## config.mk

```make
export PLATFORM = sky130hd
export DESIGN_NAME = mem_port_arbiter
export DESIGN_NICKNAME = d
export VERILOG_FILES = /design/src/rtl/mem_port_arbiter.sv
export SDC_FILE = /design/constraint.sdc
export NUM_CORES = 1
export LEC_CHECK = 0
export CORE_MARGIN = 2
export CORE_UTILIZATION = 45
export DETAILED_ROUTE_END_ITERATION = 6
export HOLD_SLACK_MARGIN = 0.1
export PLACE_DENSITY = 0.8
export SETUP_SLACK_MARGIN = 0.5
export SYNTH_ARGS = -nofsm -noshare
export SYNTH_HDL_FRONTEND = slang
export SYNTH_SLANG_ARGS = --single-unit
```

## constraint.sdc

```tcl
create_clock -name i_clk -period 2.33 [get_ports i_clk]
set_input_delay 0.466 -clock i_clk [delete_from_list [all_inputs] [get_ports i_clk]]
set_output_delay 0.466 -clock i_clk [all_outputs]
set_load 0.01 [all_outputs]
```

## src/rtl/mem_port_arbiter.sv

```systemverilog
// Memory-port arbiter: serialises instruction fetch and load/store onto one bus with one
// outstanding transaction and a wait-cycle watchdog. Define ARB_RR_EN for round-robin grants.
//
// state   | meaning
// IDLE    | no bus transaction; a pending request may be granted
// IF_BUSY | fetch owns the bus, waiting for ack or timeout
// LS_BUSY | load/store owns the bus, waiting for ack or timeout
module mem_port_arbiter #(
   parameter int AW      = 32,
   parameter int DW      = 32,
   parameter int TIMEOUT = 255
) (
   input  logic            i_clk,
   input  logic            i_rst_n,
   input  logic            i_if_req,
   input  logic [AW-1:0]   i_if_addr,
   output logic            o_if_gnt,
   output logic            o_if_valid,
   output logic [DW-1:0]   o_if_rdata,
   input  logic            i_ls_req,
   input  logic            i_ls_we,
   input  logic [AW-1:0]   i_ls_addr,
   input  logic [DW-1:0]   i_ls_wdata,
   input  logic [DW/8-1:0] i_ls_wstrb,
   output logic            o_ls_gnt,
   output logic            o_ls_valid,
   output logic [DW-1:0]   o_ls_rdata,
   output logic            o_mem_req,
   output logic            o_mem_we,
   output logic [AW-1:0]   o_mem_addr,
   output logic [DW-1:0]   o_mem_wdata,
   output logic [DW/8-1:0] o_mem_wstrb,
   input  logic            i_mem_ack,
   input  logic [DW-1:0]   i_mem_rdata,
   output logic            o_err
);

   typedef enum logic [1:0] {
      IDLE    = 2'd0,
      IF_BUSY = 2'd1,
      LS_BUSY = 2'd2
   } state_t;

   // Abort fires in the TIMEOUT-th wait cycle, so an ack in that same cycle still wins.
   localparam logic [15:0] WAIT_LAST = 16'(TIMEOUT - 1);

   state_t          state_q, state_d;
   logic [15:0]     wait_cnt_q;
   logic [AW-1:0]   addr_q;
   logic [DW-1:0]   wdata_q;
   logic [DW/8-1:0] wstrb_q;
   logic            we_q;
   logic            if_valid_q, ls_valid_q, err_q;
   logic [DW-1:0]   if_rdata_q, ls_rdata_q;
   logic            busy, sel_if, sel_ls, grant, timeout_hit;

   assign busy        = (state_q != IDLE);
   assign timeout_hit = busy && !i_mem_ack && (wait_cnt_q == WAIT_LAST);

`ifdef ARB_RR_EN
   logic last_ls_q;

   assign sel_ls = i_ls_req && (!i_if_req || !last_ls_q);

   always_ff @(posedge i_clk or negedge i_rst_n) begin
      if (!i_rst_n)
         last_ls_q <= 1'b0;
      else if (grant)
         last_ls_q <= sel_ls;
   end
`else
   assign sel_ls = i_ls_req;
`endif

   assign sel_if = i_if_req && !sel_ls;
   assign grant  = (state_q == IDLE) && (sel_if || sel_ls);

   always_ff @(posedge i_clk or negedge i_rst_n) begin
      if (!i_rst_n)
         state_q <= IDLE;
      else
         state_q <= state_d;
   end

   always_comb begin
      state_d = state_q;
      case (state_q)
         IDLE: begin
            if (sel_ls)
               state_d = LS_BUSY;
            else if (sel_if)
               state_d = IF_BUSY;
         end
         IF_BUSY, LS_BUSY: begin
            if (i_mem_ack || timeout_hit)
               state_d = IDLE;
         end
         default: state_d = IDLE;
      endcase
   end

   always_comb begin
      o_if_gnt    = 1'b0;
      o_ls_gnt    = 1'b0;
      if (state_q == IDLE) begin
         o_if_gnt = sel_if;
         o_ls_gnt = sel_ls;
      end
      o_mem_req   = busy;
      o_mem_we    = (state_q == LS_BUSY) && we_q;
      o_mem_addr  = busy ? addr_q  : '0;
      o_mem_wdata = busy ? wdata_q : '0;
      o_mem_wstrb = busy ? wstrb_q : '0;
   end

   always_ff @(posedge i_clk or negedge i_rst_n) begin
      if (!i_rst_n) begin
         wait_cnt_q <= '0;
         addr_q     <= '0;
         wdata_q    <= '0;
         wstrb_q    <= '0;
         we_q       <= 1'b0;
         if_valid_q <= 1'b0;
         ls_valid_q <= 1'b0;
         err_q      <= 1'b0;
         if_rdata_q <= '0;
         ls_rdata_q <= '0;
      end else begin
         if_valid_q <= (state_q == IF_BUSY) && (i_mem_ack || timeout_hit);
         ls_valid_q <= (state_q == LS_BUSY) && (i_mem_ack || timeout_hit);
         err_q      <= timeout_hit;

         if (grant) begin
            wait_cnt_q <= '0;
            if (sel_ls) begin
               addr_q  <= i_ls_addr;
               we_q    <= i_ls_we;
               wdata_q <= i_ls_wdata;
               wstrb_q <= i_ls_wstrb;
            end else begin
               addr_q  <= i_if_addr;
               we_q    <= 1'b0;
               wdata_q <= '0;
               wstrb_q <= '0;
            end
         end else if (busy && !i_mem_ack && (wait_cnt_q != 16'hFFFF)) begin
            wait_cnt_q <= wait_cnt_q + 16'd1;
         end

         if (state_q == IF_BUSY) begin
            if (i_mem_ack)
               if_rdata_q <= i_mem_rdata;
            else if (timeout_hit)
               if_rdata_q <= '0;
         end

         if (state_q == LS_BUSY) begin
            if (i_mem_ack)
               ls_rdata_q <= we_q ? '0 : i_mem_rdata;
            else if (timeout_hit)
               ls_rdata_q <= '0;
         end
      end
   end

   assign o_if_valid = if_valid_q;
   assign o_ls_valid = ls_valid_q;
   assign o_if_rdata = if_rdata_q;
   assign o_ls_rdata = ls_rdata_q;
   assign o_err      = err_q;

endmodule

```

Word level (Yosys, flattened, before mapping)
Cells that the tools add are included.
- mux-type cells: 19
- equality and inequality tests: 6
- reduce and logical (&&, ||, !) cells: 20
- add/subtract/negate cells: 1
- operators with widths (kind ; count):
    two-way mux 32 bit ; 8
    two-way mux 16 bit ; 2
    adder 16 x 1 -> 16 bit (second input constant) ; 1
    equality test 16 x 8 -> 1 bit (second input constant) ; 1
    inequality test 16 bit (second input constant) ; 1
    logical AND 1 bit ; 8
    two-way mux 4 bit ; 2
    two-way mux 2 bit ; 3
    AND reduction 2 bit ; 3
    nonzero test 2 bit ; 3
    one-hot mux 2 bit (2 select lines) ; 1
    two-way mux 1 bit ; 3
    inequality test 3 bit (second input constant) ; 1
    equality test 2 x 1 -> 1 bit (second input constant) ; 1
    equality test 2 bit (second input constant) ; 1
    zero test 1 bit ; 2
    zero test 2 bit ; 1
    logical OR 1 bit ; 2
    inequality test 2 bit (second input constant) ; 1
    OR reduction 2 bit ; 1
- output and inout port bits: 139
- flip-flop bits (word level): 154
- word-level logic and storage cells: 57

Logic depth before layout (Yosys ltp)
Gate-level depths: netlist of the first run.
- word-level depth: 6
- gate-level depth with buffers: 8
- depth with buffers taken out: 6

Worst setup path after synthesis of the first run
OpenSTA, ideal clock, no wires.
- kind: register -> output
- start point: register state_q[0]
- end point: output port o_mem_wdata[14]
- setup slack: 0.406 ns
- arrival: 1.458 ns
- stages on the path, launching flop included: 7
- path buffers: 3
- cell sequence: dfrtp_1 -> inv_1 -> ha_1 -> buf_6 -> clkbuf_1 -> clkbuf_1 -> nor2b_1
- word-level cells in the longest chain between the ends: 2
- ends and longest elaborated chain (what ; RTL line ; source):
    start, declared ; 47 ; state_t state_q, state_d;
    start signal, assigned ; 82 ; state_q <= state_d;
    nonzero test 2 bit ; 57 ; assign busy = (state_q != IDLE);
    two-way mux 32 bit ; 112 ; o_mem_wdata = busy ? wdata_q : '0;
    end, declared ; 31 ; output logic [DW-1:0] o_mem_wdata,
No other way between the ends.

Worst setup path in the final report of the first run
- start point: register state_q[0]
- end point: output port o_mem_addr[29]
- word-level cells in the longest chain between the ends: 2
- ends and longest elaborated chain (what ; RTL line ; source):
    nonzero test 2 bit ; 57 ;
    two-way mux 32 bit ; 111 ; o_mem_addr = busy ? addr_q : '0;
    end, declared ; 30 ; output logic [AW-1:0] o_mem_addr,
No other way between the ends.

==> out/results.ini, run 1 <==
[run_status]
outcome = complete, no violations

[logic_synthesis]
avgSynthCellArea_um2 = 9.812
synth-edff-count = 0
ys_seq_area_share_pct = 50.03
ys_seq_elements = 154
async_flop_share_pct = 100.0
synth_warnings = 0
ys.flop_type = dfrtp_1
syn-cell-area_mm2 = 0.007702
synthCells = 785
syn_nets = 928
yosysUniqueCellTypes = 49

[floorplan]
fp.dieW_um = 134.8
placeableCoreArea_mm2 = 0.01664
dieHeight_um = 134.8
start_util_pct = 46.28
pin_count = 277
row_count = 47
die_area_mm2 = 0.01818

[clock_tree]
cts.sinks = 154
cts_tree = done
htreeDepth = 4
numCtsBuffers = 17
root_buffer = clkbuf_16
path_clk_slew_ns = 0.06
clk-insertion-delay-late_ns = 0.43
cts_max_path_buffers = 2

[drt]
vias_per_cell = 5.392
drcViolationCount = 0
wl_per_cell_um = 19.06
drt_iter0_drc = 396
vias = 7118
finalWirelength_mm = 25.16
dr.pass1.iters = 5
antenna_left = 0

[critical_path]
crit_arrival_ns = 1.68
required_ns = 1.86
crit_type = reg2out
cp-start-kind = flip-flop
cp-end-kind = primary output
critPathMaxFanout = 21

[global_routing]
grt_max_degree = 58
grt_pass1_wl_mm = 36.47
overflow = 0
antenna_found_initial = 0
grt_use_total_pct = 25.71
grt_pass1_vias = 6954

[sta]
setup_viol_count_final = 0
fin_crit_sh_pct = 92.16
rsz0062_at_grt = yes
maxSlewViolCount = 0
setup_tns_ns = 0
whs_ns = 0.4730
worst_pin_slew_ns = 0.5610
fin_crit_ns = 2.147
skew_ns = 0.01111
fmax_ghz = 0.4657
slew_headroom_pct = 62.60
hold_viol = 0

[place]
hpwl_mm = 16.22
gp_congestion = 0.8234
io_buffer_count = 276

[final_layout]
drive_gt1_share_pct = 19.18
finalNetCount = 1231
num_antenna_cells = 0
area_growth_syn_to_layout_pct = 57.41

[run]
cap_violations = 0

[power_and_ir_drop]
power_density_mw_per_mm2 = 1167
p_leak_nw = 5.421
vdd_drop_max_mv = 0.5760

[min_path]
min_path_type = reg2reg

## layout make-up
cell class / count / area [µm²]
Inverter: 7 / 26.28
Clock buffer: 19 / 452.9
Fill cell: 1225 / 4518
Clock inverter: 12 / 196.4
Tap cell: 220 / 275.3
Multi-Input combinational cell: 567 / 3801
Timing Repair Buffer: 341 / 3518
Sequential cell: 154 / 3854
## repair_timing
action | in CTS | in global routing
hold buffers | 1 | 0
cloned | 4 | 13
hold endpoints to repair | 52 | 0
setup endpoints to repair | 179 | 160
setup buffers | 7 | 11
pin swaps | 3 | 5
gates resized for setup | 284 | 158
## sequential cells by signal, indices dropped and copies added, names as in the netlist
signal and cells:
addr_q 32, o_if_rdata 32, o_ls_rdata 32, wdata_q 32, wait_cnt_q 16, wstrb_q 4, state_q 2, o_err 1
o_if_valid 1, o_ls_valid 1, we_q 1
## per-stage QoR
step                      worst slack [ns]  std cells  power (mW)  area (µm²)  utilization (%)
final                               0.1826       1320       14.15       12120            72.85
after CTS                           0.1900       1296       13.60       11420            68.62
after global routing               0.09141       1320       14.96       12120            72.85
after detailed placement            0.1399       1253       10.56       10810            64.95
after floorplan                     0.5457        785       7.344        7706                -
after global placement              0.1462       1253       10.38       10810            64.95
## layer usage
metal | up-vias | global-route usage (%) | routed length [µm]
li1 | 3317 | - | -
met1 | 3440 | 31.96 | 9725
met2 | 303 | 43.43 | 12760
met3 | 58 | 7.170 | 1884
met4 | 0 | 8.363 | 793
met5 | - | 0 | 0
## final timing paths
kind                             from        endpoint  slack, ns  depth (start not counted)
max                        state_q[0]  o_mem_addr[29]       0.18                          5
min                        addr_q[23]      addr_q[23]       0.47                          2
max reg2reg                state_q[0]  o_if_rdata[22]       0.27                         11
min reg2reg                addr_q[23]      addr_q[23]       0.47                          2
max in group asynchronous     i_rst_n  o_ls_rdata[18]       1.12                          3
min in group asynchronous     i_rst_n  o_ls_rdata[10]       0.58                          2
## cells in the mapped netlist, types with 2 or more instances
| cell type | n | area (µm²) |
|---|---|---|
| and4_4 | 2 | 22.52 |
| dfrtp_1 | 154 | 3854 |
| o21ai_1 | 3 | 15.01 |
| and2_1 | 4 | 25.02 |
| a21oi_1 | 67 | 335.3 |
| a41o_1 | 3 | 30.03 |
| a211oi_1 | 2 | 15.01 |
| o21ai_0 | 98 | 490.5 |
| nor2b_1 | 132 | 825.8 |
| nand4_1 | 3 | 18.77 |
| ha_1 | 5 | 62.56 |
| clkbuf_1 | 33 | 123.9 |
| a22o_1 | 37 | 324.1 |
| a31oi_1 | 4 | 25.02 |
| clkbuf_2 | 4 | 20.02 |
| nand2_1 | 50 | 187.7 |
| buf_6 | 3 | 33.78 |
| inv_1 | 7 | 26.28 |
| and4_1 | 2 | 17.52 |
| buf_2 | 16 | 80.08 |
| nor3_1 | 2 | 10.01 |
| mux2i_1 | 40 | 400.4 |
| nand3_1 | 4 | 20.02 |
| o31ai_1 | 2 | 15.01 |
| nand2b_1 | 69 | 431.7 |
| nor4_1 | 2 | 12.51 |
| o21a_1 | 2 | 15.01 |
| nor2_1 | 10 | 37.54 |
| and3_1 | 4 | 25.02 |
| nand4_2 | 2 | 25.02 |
## critical path, stage by stage (launching register included)
cell and delay (ns):
dfrtp_1 0.38, inv_2 0.06, ha_4 0.20, buf_12 0.17, nor2b_1 0.16, dlygate4sd2_1 0.29
## logic make-up (layout without fill, tap and decap cells)
logic type,Yosys count,count (layout),synth area share [%]
AOI/OAI and AO/OA,226,226,17.33
adders and majority gates,5,5,0.8122
buffers and inverters,64,379,3.785
DFF,154,154,50.03
muxes,40,40,5.198
and+or+nand+nor,296,296,22.84
## cells in the final DEF (no fill, tap or decap), types with 3 or more instances in the layout
master | Yosys | final
nand4_1 | 3 | 3
inv_1 | 7 | 5
buf_12 | 0 | 10
and2_1 | 4 | 3
clkinvlp_4 | 0 | 3
nor2b_1 | 132 | 114
ha_1 | 5 | 3
nand2_1 | 50 | 49
buf_16 | 0 | 5
clkbuf_16 | 0 | 26
a21oi_1 | 67 | 65
dfrtp_1 | 154 | 154
nand2b_1 | 69 | 68
clkinv_2 | 0 | 3
buf_6 | 3 | 20
nor2b_4 | 0 | 12
clkdlybuf4s50_1 | 0 | 139
dlygate4sd2_1 | 0 | 48
bufinv_16 | 0 | 5
buf_8 | 0 | 5
nand3_1 | 4 | 4
o21ai_2 | 1 | 16
nor2b_2 | 0 | 6
o21ai_1 | 3 | 37
a22o_1 | 37 | 37
mux2i_1 | 40 | 40
a31oi_1 | 4 | 4
and3_1 | 4 | 3
nor2_1 | 10 | 9
buf_2 | 16 | 39
o21ai_0 | 98 | 48
dlymetal6s2s_1 | 0 | 29
buf_4 | 1 | 31
a41o_1 | 3 | 3
## power by group
part / total (mW) / internal (mW) / leakage [nW] / switching (mW)
Sequential: 4.43 / 3.71 / 1.80 / 0.721
Combinational: 6.66 / 3.43 / 3.31 / 3.22
Clock: 3.06 / 1.95 / 0.311 / 1.12
Note: power is estimated with default switching activity, not from simulation.
==> run 2, diff against run 1 <==
--- a/config.mk
+++ b/config.mk
@@ -5,8 +5,10 @@
 export SDC_FILE = /design/constraint.sdc
 export NUM_CORES = 1
 export LEC_CHECK = 0
+export ABC_CLOCK_PERIOD_IN_PS = 2330
 export CORE_MARGIN = 2
 export CORE_UTILIZATION = 45
+export CTS_CLUSTER_DIAMETER = 120
 export DETAILED_ROUTE_END_ITERATION = 6
 export HOLD_SLACK_MARGIN = 0.1
 export PLACE_DENSITY = 0.8
==> results of run 2 <==
No change in the layout: final DEF, timing and power equal those of run 1.
